## src/rtl/ps2_tx_scheduler_if.sv

```systemverilog
// ps2_tx_scheduler_if
// Groups the key-code input, the secondary message handshake, the uart_tx
// drive signals and the status outputs of ps2_tx_scheduler.
//   i_code / i_code_valid     key code strobe from ps2_interpreter
//   i_msg_data / i_msg_valid  secondary byte request (held until accepted)
//   o_msg_ready               secondary byte accepted when valid && ready
//   o_tx_data / o_tx_send     byte and one-cycle send strobe to uart_tx
//   o_busy, o_fifo_count      activity and FIFO occupancy
//   o_overflow/i_clr_overflow sticky key-code drop flag and its clear
// master: the side that drives requests; slave: the scheduler.
interface ps2_tx_scheduler_if #(
    parameter int FIFO_DEPTH = 8
);
    localparam int CW = $clog2(FIFO_DEPTH) + 1;

    logic [7:0]    i_code;
    logic          i_code_valid;
    logic [7:0]    i_msg_data;
    logic          i_msg_valid;
    logic          o_msg_ready;
    logic [7:0]    o_tx_data;
    logic          o_tx_send;
    logic          o_busy;
    logic [CW-1:0] o_fifo_count;
    logic          o_overflow;
    logic          i_clr_overflow;

    modport master (
        output i_code, i_code_valid, i_msg_data, i_msg_valid, i_clr_overflow,
        input  o_msg_ready, o_tx_data, o_tx_send, o_busy, o_fifo_count, o_overflow
    );

    modport slave (
        input  i_code, i_code_valid, i_msg_data, i_msg_valid, i_clr_overflow,
        output o_msg_ready, o_tx_data, o_tx_send, o_busy, o_fifo_count, o_overflow
    );
endinterface

```

## src/rtl/ps2_tx_scheduler.sv

```systemverilog
// ps2_tx_scheduler
// Buffers key codes in a circular FIFO and arbitrates uart_tx between the
// key-code stream and a secondary message requester. uart_tx has no busy
// output, so every frame is self-timed with a down-counter before the next
// send strobe is allowed.
// Ports:
//   i_clk  system clock
//   i_rst  asynchronous reset, active-high
//   bus    ps2_tx_scheduler_if.slave (code/msg inputs, tx outputs, status)
//
// state  | meaning
// IDLE   | line free; launch FIFO head or secondary byte if one is granted
// LAUNCH | o_tx_send is high this cycle; load frame timer
// WAIT   | frame (plus gap) in flight; count down to zero
module ps2_tx_scheduler #(
    parameter int CLKS_PER_BIT = 434,
    parameter int FRAME_BITS   = 10,
    parameter int GAP_CLKS     = 2,
    parameter int FIFO_DEPTH   = 8
) (
    input  logic                 i_clk,
    input  logic                 i_rst,
    ps2_tx_scheduler_if.slave    bus
);
    localparam int T_WAIT = CLKS_PER_BIT * FRAME_BITS + GAP_CLKS;
    localparam int CNT_W  = $clog2(T_WAIT + 1);
    localparam int AW     = $clog2(FIFO_DEPTH);
    localparam int CW     = AW + 1;

    typedef enum logic [1:0] {ST_IDLE, ST_LAUNCH, ST_WAIT} state_t;

    state_t          state_q, state_d;
    logic [CNT_W-1:0] cnt_q, cnt_d;
    logic [AW-1:0]   wr_ptr_q, wr_ptr_d;
    logic [AW-1:0]   rd_ptr_q, rd_ptr_d;
    logic [CW-1:0]   count_q, count_d;
    logic [7:0]      tx_data_q, tx_data_d;
    logic            tx_send_q, tx_send_d;
    logic            overflow_q, overflow_d;
    logic            last_msg_q, last_msg_d;   // 1: last grant went to the secondary requester
    logic [7:0]      mem [FIFO_DEPTH];

    logic fifo_empty, fifo_full, fifo_grant, msg_ready, msg_take;
    logic push_ok, drop;

    always_comb begin
        fifo_empty = (count_q == '0);
        fifo_full  = (count_q == CW'(FIFO_DEPTH));
        // Grant depends on state, occupancy and pointer only, so o_msg_ready
        // never combinationally depends on i_msg_valid.
        fifo_grant = (state_q == ST_IDLE) && !fifo_empty && (last_msg_q || !bus.i_msg_valid);
        msg_ready  = (state_q == ST_IDLE) && (fifo_empty || !last_msg_q);
        msg_take   = bus.i_msg_valid && msg_ready && !fifo_grant;
        // A pop in the same cycle frees the slot, so a push at full still lands.
        push_ok    = bus.i_code_valid && (!fifo_full || fifo_grant);
        drop       = bus.i_code_valid && fifo_full && !fifo_grant;
    end

    always_comb begin
        state_d    = state_q;
        cnt_d      = cnt_q;
        tx_data_d  = tx_data_q;
        tx_send_d  = 1'b0;
        last_msg_d = last_msg_q;
        case (state_q)
            ST_IDLE: begin
                if (fifo_grant) begin
                    tx_data_d  = mem[rd_ptr_q];
                    tx_send_d  = 1'b1;
                    last_msg_d = 1'b0;
                    state_d    = ST_LAUNCH;
                end else if (msg_take) begin
                    tx_data_d  = bus.i_msg_data;
                    tx_send_d  = 1'b1;
                    last_msg_d = 1'b1;
                    state_d    = ST_LAUNCH;
                end
            end
            ST_LAUNCH: begin
                cnt_d   = CNT_W'(T_WAIT - 1);
                state_d = ST_WAIT;
            end
            ST_WAIT: begin
                if (cnt_q == '0) begin
                    state_d = ST_IDLE;
                end else begin
                    cnt_d = cnt_q - 1'b1;
                end
            end
            default: begin
                state_d = ST_WAIT;
                cnt_d   = CNT_W'(T_WAIT);
            end
        endcase
    end

    always_comb begin
        wr_ptr_d = wr_ptr_q;
        rd_ptr_d = rd_ptr_q;
        count_d  = count_q;
        if (push_ok) wr_ptr_d = wr_ptr_q + 1'b1;
        if (fifo_grant) rd_ptr_d = rd_ptr_q + 1'b1;
        case ({push_ok, fifo_grant})
            2'b10:   count_d = count_q + 1'b1;
            2'b01:   count_d = count_q - 1'b1;
            default: count_d = count_q;
        endcase
        // Set wins over clear so a drop coincident with a clear is not lost.
        if (drop) begin
            overflow_d = 1'b1;
        end else if (bus.i_clr_overflow) begin
            overflow_d = 1'b0;
        end else begin
            overflow_d = overflow_q;
        end
    end

    always_ff @(posedge i_clk or posedge i_rst) begin
        if (i_rst) begin
            state_q    <= ST_WAIT;
            cnt_q      <= CNT_W'(T_WAIT);
            wr_ptr_q   <= '0;
            rd_ptr_q   <= '0;
            count_q    <= '0;
            tx_data_q  <= '0;
            tx_send_q  <= 1'b0;
            overflow_q <= 1'b0;
            last_msg_q <= 1'b1;
        end else begin
            state_q    <= state_d;
            cnt_q      <= cnt_d;
            wr_ptr_q   <= wr_ptr_d;
            rd_ptr_q   <= rd_ptr_d;
            count_q    <= count_d;
            tx_data_q  <= tx_data_d;
            tx_send_q  <= tx_send_d;
            overflow_q <= overflow_d;
            last_msg_q <= last_msg_d;
        end
    end

    // Storage needs no reset; occupancy and pointers define what is valid.
    always_ff @(posedge i_clk) begin
        if (push_ok) mem[wr_ptr_q] <= bus.i_code;
    end

    assign bus.o_msg_ready  = msg_ready;
    assign bus.o_tx_data    = tx_data_q;
    assign bus.o_tx_send    = tx_send_q;
    assign bus.o_busy       = (state_q != ST_IDLE) || !fifo_empty;
    assign bus.o_fifo_count = count_q;
    assign bus.o_overflow   = overflow_q;
endmodule
```

## src/flat_wrapper.sv

```systemverilog
// flat-port wrapper written by rule: the top's interface ports become plain ports
module ps2_tx_scheduler_flat 
#(
    parameter int CLKS_PER_BIT = 434,
    parameter int FRAME_BITS   = 10,
    parameter int GAP_CLKS     = 2,
    parameter int FIFO_DEPTH   = 8
)
  (i_clk, i_rst, bus_i_code, bus_i_code_valid, bus_i_msg_data, bus_i_msg_valid, bus_i_clr_overflow, bus_o_msg_ready, bus_o_tx_data, bus_o_tx_send, bus_o_busy, bus_o_fifo_count, bus_o_overflow);
  ps2_tx_scheduler_if #(.FIFO_DEPTH(FIFO_DEPTH)) bus_i ();
  input  logic i_clk;
  input  logic i_rst;
  input wire logic [$bits(bus_i.i_code)-1:0] bus_i_code;
  input wire logic [$bits(bus_i.i_code_valid)-1:0] bus_i_code_valid;
  input wire logic [$bits(bus_i.i_msg_data)-1:0] bus_i_msg_data;
  input wire logic [$bits(bus_i.i_msg_valid)-1:0] bus_i_msg_valid;
  input wire logic [$bits(bus_i.i_clr_overflow)-1:0] bus_i_clr_overflow;
  output wire logic [$bits(bus_i.o_msg_ready)-1:0] bus_o_msg_ready;
  output wire logic [$bits(bus_i.o_tx_data)-1:0] bus_o_tx_data;
  output wire logic [$bits(bus_i.o_tx_send)-1:0] bus_o_tx_send;
  output wire logic [$bits(bus_i.o_busy)-1:0] bus_o_busy;
  output wire logic [$bits(bus_i.o_fifo_count)-1:0] bus_o_fifo_count;
  output wire logic [$bits(bus_i.o_overflow)-1:0] bus_o_overflow;
  assign bus_i.i_code = bus_i_code;
  assign bus_i.i_code_valid = bus_i_code_valid;
  assign bus_i.i_msg_data = bus_i_msg_data;
  assign bus_i.i_msg_valid = bus_i_msg_valid;
  assign bus_i.i_clr_overflow = bus_i_clr_overflow;
  assign bus_o_msg_ready = bus_i.o_msg_ready;
  assign bus_o_tx_data = bus_i.o_tx_data;
  assign bus_o_tx_send = bus_i.o_tx_send;
  assign bus_o_busy = bus_i.o_busy;
  assign bus_o_fifo_count = bus_i.o_fifo_count;
  assign bus_o_overflow = bus_i.o_overflow;
  ps2_tx_scheduler #(.CLKS_PER_BIT(CLKS_PER_BIT), .FRAME_BITS(FRAME_BITS), .GAP_CLKS(GAP_CLKS), .FIFO_DEPTH(FIFO_DEPTH)) u_core (.i_clk(i_clk), .i_rst(i_rst), .bus(bus_i));
endmodule
```

## config.mk

```make
export PLATFORM = sky130hd
export DESIGN_NAME = ps2_tx_scheduler_flat
export DESIGN_NICKNAME = d
export VERILOG_FILES = /design/src/rtl/ps2_tx_scheduler_if.sv /design/src/rtl/ps2_tx_scheduler.sv /design/src/flat_wrapper.sv
export SDC_FILE = /design/constraint.sdc
export NUM_CORES = 1
export LEC_CHECK = 0
export CORE_MARGIN = 5
export CORE_UTILIZATION = 55
export CTS_CLUSTER_SIZE = 12
export DETAILED_ROUTE_END_ITERATION = 8
export GPL_TIMING_DRIVEN = 0
export PLACE_DENSITY = 0.78
export SLEW_MARGIN = 10
export SYNTH_ARGS = -nofsm -noshare
export SYNTH_HDL_FRONTEND = slang
export SYNTH_SLANG_ARGS = --single-unit
```

## constraint.sdc

```tcl
create_clock -name i_clk -period 7.4 [get_ports i_clk]
set_input_delay 1.48 -clock i_clk [delete_from_list [all_inputs] [get_ports i_clk]]
set_output_delay 1.48 -clock i_clk [all_outputs]
set_load 0.03 [all_outputs]
```

## After elaboration in Yosys (flattened, before gate mapping)

Memories as Yosys holds them, arrays and structs flattened.
Index checks and enable logic that the tools add are counted.

- Output and inout port bits: 16
- Flip-flop bits (word level): 36
- Memories: 1
- Bits in writable memories: 64
- Word-level logic and storage cells: 69
- Bits of input ports: 21

Memories:

| name | depth | width | read ports | clocked after Yosys merged registers in | write ports | line | RTL |
|---|---|---|---|---|---|---|---|
| u_core.mem | 8 | 8 | 1 | 0 | 1 | ps2_tx_scheduler.sv:41 | `logic [7:0] mem [FIFO_DEPTH];` |

- Bitwise gates (word level): 1
- Eq/ne operators: 8
- Reductions and logical operators: 27
- Add/sub/neg operators: 5
- Mux-type cells: 18

Operators with widths:

| cell | count |
|---|---|
| $pmux 13 s3 | 1 |
| $mux 8 | 2 |
| $logic_not 13->1 | 1 |
| $mux 13 | 1 |
| $sub 13x1->13 const B | 1 |
| $mux 1 | 9 |
| $logic_and 1x1->1 | 8 |
| $pmux 4 s2 | 1 |
| $reduce_bool 2->1 | 4 |
| $add 3x1->3 const B | 2 |
| $mux 2 | 3 |
| $reduce_and 2->1 | 3 |
| $logic_not 1->1 | 5 |
| $add 4x1->4 const B | 1 |
| $eq 2x1->1 const B | 2 |
| $eq 2x2->1 const B | 2 |
| $eq 4x4->1 const B | 1 |
| $logic_not 4->1 | 1 |
| $logic_or 1x1->1 | 4 |
| $pmux 2 s2 | 1 |
| $sub 4x1->4 const B | 1 |
| $ne 3x1->1 const B | 1 |
| $logic_not 2->1 | 1 |
| $ne 2x1->1 const B | 1 |
| other kinds (2) | 2 |

## Depth between registers and ports, before layout

Gate-level depths: netlist (run 1).

- Word-level depth: 9
- Mapped depth: 11
- Gate-level depth less buffers: 9

## Worst setup path after synthesis (run 1)

OpenSTA, ideal clock, no wires.

- Kind: flip-flop to output port
- From: register u_core.count_q[1] (netlist: u_core.bus.o_fifo_count[1])
- To: output port bus_o_msg_ready
- Cell stages (with the launch flop): 5
- Data required time: 5,920 ps
- Arrival: 1,840 ps
- Path buffers: 2
- Slack: 4,080 ps
- Cell sequence: dfrtp_1 -> buf_2 -> or4_1 -> clkbuf_1 -> a21oi_1

- Longest elaborated chain between the ends: 3

RTL lines:

| element | line | RTL |
|---|---|---|
| start, declared | ps2_tx_scheduler.sv:36 | `logic [CW-1:0] count_q, count_d;` |
| start signal, assigned | ps2_tx_scheduler.sv:134 | `count_q <= count_d;` |
| $logic_not 4->1 | ps2_tx_scheduler.sv:47 | `fifo_empty = (count_q == '0);` |
| $logic_or 1x1->1 | ps2_tx_scheduler.sv:52 | `msg_ready = (state_q == ST_IDLE) && (fifo_empty \|\| !last_msg_q);` |
| $logic_and 1x1->1 | ps2_tx_scheduler.sv:52 |  |
| end, declared | flat_wrapper.sv:18 | `output wire logic [$bits(bus_i.o_msg_ready)-1:0] bus_o_msg_ready;` |

No other way between the ends.

## Worst setup path in the final report (run 1)

Same ends and word-level chain as after synthesis.

==> results.md, run 1 <==
- The flow ran to the end, and the final reports show no timing, DRC or antenna violations.
- Setup repair after global routing left no endpoint under its margin.
- For the pin with the worst max-slew slack, the measured transition is 862 ps.
- The utilization of the core after routing is 66.1%.
- The count of buffers added by post-CTS timing repair for setup is 0.
- TritonCTS built the clock tree.
- The proportion of synthesized flip-flops having asynchronous set or reset is 36.0%.
- The clock transition at the registers of the reported paths is 110 ps.
- The number of endpoints with negative hold slack in the final report is 0.
- The initial antenna violation count was 0.
- The global routing usage on met2 is 30.9%.
- The TritonCTS sink count is 100.
- The proportion of layout cells with a drive suffix above 1 is 18.2%.
- The CTS buffer count is 9.
- The cell at the root of the clock tree is sky130_fd_sc_hd__clkbuf_8.
- The initial standard-cell utilization of the core is 57.0%.
- The area share of the leading cell type in the synthesized netlist is 43.4%.
- The latest clock arrival within the worst-skew pair is 370 ps.
- Measured against its own limit, the worst slew margin works out to 42.2%.
- Global routing used 18.2% of the available tracks across all layers.
- The global routing stage identified its most utilized layer as met2.
- The first global-routing pass estimated 14000 µm of wire.
- Final hold analysis gives a worst-case slack of 493 ps.
- The endpoint type of the worst setup path is an output port.
- For met3 alone, demand over resource in global routing was 5.12%.
- For this design the static power due to leakage is 0.00183 µW.
- The count of state elements after synthesis is 100.
- The number of vias per cell is 5.86.
- The switching share of power is 29.9%.
- For this run the aggregate overflow at the end of global routing stands at 0.
- Once routing completed, OpenROAD measured the worst setup slack at 3410 ps.
- Port buffering added 36 buffers.
- The largest total area in the synthesized netlist belongs to sky130_fd_sc_hd__edfxtp_1.
- For this block, the routed nets add up to 8280 µm of wire.
- Counting I/O delays and the setup requirement, the final critical path takes 3990 ps.
- The routed wire length per instance is 18.0 µm.
- The power per cell area is 253 nW/µm².
- The core region area is 7770 µm².
- The die area is 9940 µm².
- The post-synthesis sequential area ratio is 64.0%.
- The worst path arrival time is 2510 ps.
- The final antenna diode count is 0.
- The final clock period utilization by the worst path is 53.9%.
- In this run the worst path has a maximum fanout of 8.
- The quantity of hold-fixing buffers added after cts is 0.
- The worst setup path is launched from a flip-flop.
- Counting every net in the synthesized netlist gives 334.
- The peak supply drop is 0.142 mV.
- The post-synthesis to final-layout area growth is 16.1%.
- The post-cts sizing count is 0.
- During synthesis, Yosys emitted a total of 0 warnings.
- The number of global-route vias before repair is 2746.
- The path type of the worst min-delay path is flip-flop to flip-flop.
- Once detailed placement completed, the half-perimeter wirelength came to 5720 µm.
- The category of the most critical setup path is flip-flop to output port.
- The net count of the finished layout is 381.
- The vertical die dimension is 99.7 µm.
- The number of different library cells used by synthesis comes to 53.
- The primary flip-flop cell chosen by synthesis mapping is sky130_fd_sc_hd__edfxtp_1.
- The via count of the routed design is 2692.
- In this run the core area contains 32 standard-cell rows.
- The number of synthesized flops with an enable pin is 64.
- The violation count after the first detailed-route iteration is 180.
- The number of setup violations in the final report is 0.
- After synthesis, the cell types taking the most area are sky130_fd_sc_hd__edfxtp_1, sky130_fd_sc_hd__dfrtp_1, sky130_fd_sc_hd__mux4_2.
- The routability-driven placement congestion ratio is 0.812.
- The count of pins over their slew limit came to 0.
- For this design the top-level I/O count stands at 37.
- The pre-antenna-repair detailed-routing pass consisted of 4 iterations.
- Per report_power, the clock group accounts for 27.0% of the total.
- The cell internal power dissipation is 912 µW.
- For the worst setup path, the data required time is 5920 ps.
- The mapped netlist covers 4430 µm².
- The clock passes through at most 2 buffers.
- The combinational group share of total power is 17.8%.
- Timing would allow up to 251 MHz.
- The setup slack after placement is 3490 ps.
- In the routed design, unresolved DRC markers number 0.
- Synthesis produced 305 cells.
- Per report_power, the sequential group accounts for 55.2% of the total.
- The clock tree synthesis step divided the H-tree into 3 levels.
- In the global route stage, met1 resource usage came out at 23.5%.
- The net switching power of the design is 390 µW.
- In the final timing run, aggregate negative setup slack is 0 ps.
- The die is 99.7 µm wide.
- The worst clock skew is 17.9 ps.
- The count of nets left with antenna violations once routing finished came out at 0.
- The largest net degree at the start of global routing is 37.
- The post-synthesis area per instance is 14.5 µm².
- Max-cap violations in this run came to 0.
final timing paths:
kind,startpoint,end,slack [ps],cells after the start
worst max-delay path,u_core.bus.o_fifo_count[1]$_DFFE_PP0P_,bus_o_msg_ready,3410,5
worst min-delay path,u_core.cnt_q[1]$_DFFE_PP1P_,u_core.cnt_q[1]$_DFFE_PP1P_,490,2
worst max register to register,u_core.bus.o_fifo_count[1]$_DFFE_PP0P_,u_core.bus.o_fifo_count[2]$_DFFE_PP0P_,4570,11
worst min register to register,u_core.cnt_q[1]$_DFFE_PP1P_,u_core.cnt_q[1]$_DFFE_PP1P_,490,2
max in group asynchronous,i_rst,u_core.rd_ptr_q[1]$_DFFE_PP0N_,5340,2
min in group asynchronous,i_rst,u_core.bus.o_tx_data[3]$_DFFE_PP0P_,1560,2
flip-flops by register name (all words and copies together), names as in the netlist:
register                 flops
u_core.last_msg_q            1
u_core.mem                  64
u_core.rd_ptr_q              3
u_core.bus.o_tx_send         1
u_core.bus.o_tx_data         8
u_core.wr_ptr_q              3
u_core.cnt_q                13
u_core.bus.o_fifo_count      4
u_core.state_q               2
u_core.bus.o_overflow        1
power by group through the flow:
stage	sequential, µW	combinational (µW)	clock (µW)
2_1_floorplan	748	121	0
3_3_place_gp	723	226	0
3_5_place_dp	730	235	0
4_1_cts	718	235	361
5_1_grt	726	254	384
6_report	718	232	352
cells in the final DEF (no fill, tap or decap), drive strengths merged, types with 4 or more instances in the layout:
| cell | n |
|---|---|
| or4 | 6 |
| dfrtp | 27 |
| a31oi | 7 |
| ha | 8 |
| nand3 | 4 |
| o22ai | 5 |
| nand2 | 10 |
| a21oi | 15 |
| buf | 8 |
| dfstp | 9 |
| nor3 | 7 |
| a22oi | 8 |
| nand2b | 5 |
| mux2i | 8 |
| inv | 19 |
| nor2 | 12 |
| xnor2 | 4 |
| clkbuf | 16 |
| edfxtp | 64 |
| clkdlybuf4s50 | 36 |
| mux4 | 16 |
| clkinv | 5 |
| mux2 | 5 |
| o21ai | 21 |
logic make-up (layout without fill, tap and decap cells):
family          count (synthesis)  after routing  synth area share, %
buf+inv                        32             84                 3.42
compound gates                 70             70                 10.2
flops                         100            100                 64.0
xor+xnor                        7              7                 1.38
simple gates                   59             59                 7.46
fa+ha+maj                       8              8                 2.26
mux                            29             29                 11.2
area by class of cell:
cell class	instances	area, µm²
inverters	17	63.8
clock buffers	9	124
clock inverters	7	88.8
plain buffers	15	87.6
flip-flops and latches	100	2830
repair buffers	36	360
fillers	554	2630
multi-input cells	173	1450
well taps	102	128
per-layer routing:
layer | wire [µm] | vias up
met1 | 3570 | 1332
met5 | 0 | -
li1 | - | 1280
met3 | 441 | 8
met4 | 68 | 0
met2 | 4200 | 72
stage by stage:
stage	power [µW]	cells	area, µm²
floorplan	870	305	4430
global placement	949	443	4910
detailed placement	965	443	4920
CTS	1310	459	5140
global route	1360	459	5140
finish	1300	459	5140
Yosys cell counts, types with 6 or more instances:
cell	count
sky130_fd_sc_hd__edfxtp_1	64
sky130_fd_sc_hd__dfrtp_1	27
sky130_fd_sc_hd__o21ai_0	19
sky130_fd_sc_hd__inv_1	16
sky130_fd_sc_hd__mux4_2	16
sky130_fd_sc_hd__a21oi_1	14
sky130_fd_sc_hd__nor2_1	12
sky130_fd_sc_hd__nand2_1	10
sky130_fd_sc_hd__dfstp_2	9
sky130_fd_sc_hd__a22oi_1	8
sky130_fd_sc_hd__ha_1	8
sky130_fd_sc_hd__mux2i_1	8
sky130_fd_sc_hd__a31oi_1	7
sky130_fd_sc_hd__nor3_1	7
sky130_fd_sc_hd__clkbuf_1	6
critical path, cell delays in order, from the launching register on:
cell	delay, ps
sky130_fd_sc_hd__dfrtp_1	390
sky130_fd_sc_hd__buf_2	160
sky130_fd_sc_hd__or4_1	490
sky130_fd_sc_hd__clkbuf_1	190
sky130_fd_sc_hd__a21oi_1	210
sky130_fd_sc_hd__clkdlybuf4s50_1	690
Power figures use the tool's default switching activity.
==> run 2: changes to the inputs <==
CORE_UTILIZATION = 52   (was 55)
clock period = 3.3 ns   (was 7.4 ns; I/O delays follow)
==> results.md, run 2 (synthesis gave the netlist of run 1 again) <==
- By startpoint and endpoint, the worst setup path is classified as flip-flop to output port.
- The worst path arrival time is 2470 ps (-40 ps).
- TritonCTS built the clock tree.
- The post-detailed-route count of antenna-violating nets is 0 (unchanged).
- Setup repair after global routing left no endpoint under its margin.
- The CTS buffer count is 9 (unchanged).
- The overall routed net length was 8570 µm (+3.5%).
- The die area is 10500 µm² (+5.2%).
- The global-route wire length before repair is 14200 µm (+1.6%).
- The number of endpoints with negative hold slack in the final report is 0 (unchanged).
- The final clock period utilization by the worst path is 94.9%.
- The setup slack after placement is 225 ps (-3260 ps).
- In this run the worst hold path is classified as flip-flop to flip-flop.
- The core region area is 8260 µm² (+6.3%).
- The flip-flop count of the largest register after layout is 64 (unchanged).
- The final antenna diode count is 0 (unchanged).
- The iteration count of the initial detailed-routing pass came to 4 (unchanged).
- The post-cts sizing count is 0 (unchanged).
- The sequential cell area in the final layout is 2830 µm² (unchanged).
- The proportion of layout cells with a drive suffix above 1 is 18.2% (unchanged).
- The initial standard-cell utilization of the core was 53.6% (-3.4 points).
- The via count of the routed design is 2729 (+1.4%).
- The TritonCTS sink count was 100 (unchanged).
- The most common cell after layout, fill and taps aside is sky130_fd_sc_hd__edfxtp_1.
- The endpoint type of the worst setup path is an output port.
- The largest net degree at the start of global routing is 37 (unchanged).
- The number of input and output port buffers inserted is 36 (unchanged).
- The violation count after the first detailed-route iteration is 152 (-16%).
- The width of the chip is 102 µm (+2.6%).
- The final layout net count is 381 (unchanged).
- The number of vias per cell came to 5.91 (+0.72%).
- The transition time of the tightest slew-check pin is 873 ps (+11.3 ps).
- The routability-driven placement congestion ratio is 0.857 (+5.6%).
- The post-DP HPWL was 5980 µm (+4.6%).
- In the layout the commonest cells are sky130_fd_sc_hd__edfxtp_1, sky130_fd_sc_hd__clkdlybuf4s50_1, sky130_fd_sc_hd__dfrtp_1.
- The number of global-route vias before repair was 2800 (+2.0%).
- The routed wire length per instance is 18.6 µm (+2.9%).
- The peak supply drop is 0.364 mV (+160%).
- The global-route usage over all layers is 17.8% (-0.42 points).
- The worst path required time was 2640 ps (-3280 ps).
- The post-detailed-route DRC marker count was 0 (unchanged).
- The flow ran to the end, and the final reports show no timing, DRC or antenna violations.
- The count of buffers added by post-CTS timing repair for setup was 0 (unchanged).
- The smallest clock period supported by the final layout is computed as 3130 ps.
- The clock transition at the registers of the reported paths came to 110 ps (about the same).
- The tree is rooted in a sky130_fd_sc_hd__clkbuf_8.
- The number of H-tree levels came to 3 (unchanged).
- The worst-path maximum fanout was 8 (unchanged).
- The worst setup slack after layout came to 168 ps (-3240 ps).
- The tightest slew margin relative to the limit is 41.5% (-0.76 points).
- The count of max-cap constraint violations is 0 (unchanged).
- The leftover overflow at the end of global routing is 0 (unchanged).
- The quantity of hold-fixing buffers added after cts is 0 (unchanged).
- The latest clock arrival within the worst-skew pair is 370 ps (about the same).
- The utilization of the core after routing is 62.2% (-3.9 points).
- The number of setup violations in the final report is 0 (unchanged).
- The worst clock skew is 11.5 ps (-6.36 ps).
- The total I/O pin count came to 37 (unchanged).
- The worst setup path is launched from a flip-flop.
- The post-synthesis to final-layout area growth is 16.0% (about the same).
- The power per cell area is 568 nW/µm² (+120%).
- The number of placement rows is 33 (+3.1%).
- The footprint of the multi-input gates was 1450 µm² (unchanged).
- The fmax is 319 MHz.
- The filler cell count is 631 (+14%).
- The initial antenna violation count came to 0 (unchanged).
- The register with the highest flop count is u_core.mem.
- The deepest clock path buffer count is 2 (unchanged).
- The vertical die dimension came to 102 µm (+2.6%).
- The count of pins over their slew limit is 0 (unchanged).
- The leakage power figure is 0.00182 µW (about the same).
run 2: changes by cell type in the layout (fill, tap and decap cells not counted):
cell | before | now
sky130_fd_sc_hd__clkinv_8 | 3 | 2
sky130_fd_sc_hd__inv_8 | 2 | 3
run 2: final timing paths:
| check | from | to | slack (ps) | depth (start not counted) |
|---|---|---|---|---|
| min | u_core.cnt_q[1]$_DFFE_PP1P_ | u_core.cnt_q[1]$_DFFE_PP1P_ | 490 | 2 |
| min reg2reg | u_core.cnt_q[1]$_DFFE_PP1P_ | u_core.cnt_q[1]$_DFFE_PP1P_ | 490 | 2 |
| min in group asynchronous | i_rst | u_core.bus.o_tx_send$_DFF_PP0_ | 740 | 2 |
| max in group asynchronous | i_rst | u_core.rd_ptr_q[2]$_DFFE_PP0N_ | 2070 | 2 |
| max reg2reg | u_core.bus.o_fifo_count[1]$_DFFE_PP0P_ | u_core.bus.o_fifo_count[2]$_DFFE_PP0P_ | 490 | 11 |
| max | u_core.bus.o_fifo_count[1]$_DFFE_PP0P_ | bus_o_msg_ready | 170 | 5 |
run 2: worst max-delay path, stage by stage (launching register included):
cell and delay (ps):
sky130_fd_sc_hd__dfrtp_1 390, sky130_fd_sc_hd__buf_2 160, sky130_fd_sc_hd__or4_1 500, sky130_fd_sc_hd__clkbuf_1 190, sky130_fd_sc_hd__a21oi_1 180, sky130_fd_sc_hd__clkdlybuf4s50_1 690
run 2: stage by stage:
step                      hold slack (ps)  std cells  total power [µW]  TNS, ps  area, µm²
after floorplan                       457        305              1950        0       4430
after global placement                472        446              2130    -1610       4920
after detailed placement              478        446              2170        0       4930
after CTS                             494        462              2940        0       5140
after global routing                  512        462              3060        0       5140
final                                 491        462              2920        0       5140
run 2: power breakdown:
part / total (µW) / switching [µW] / internal (µW)
sequential: 1610 / 96.9 / 1520
combinational: 522 / 298 / 223
clock: 783 / 476 / 307
run 2: layout make-up:
class	count	share of cell area, %
plain buffers	15	1.71
clock buffers	9	2.41
clock inverters	7	1.63
inverters	17	1.24
multi-input cells	173	28.3
flip-flops and latches	100	55.2
well taps	105	2.56
repair buffers	36	7.02
run 2: routing by layer:
metal  vias to the layer above  routed length, µm  global-route usage [%]
li1                       1268                  -                       -
met1                      1390               3770                    22.7
met2                        65               4390                    30.6
met3                         6                352                    4.78
met4                         0                 63                    4.04
met5                         -                  0                       0
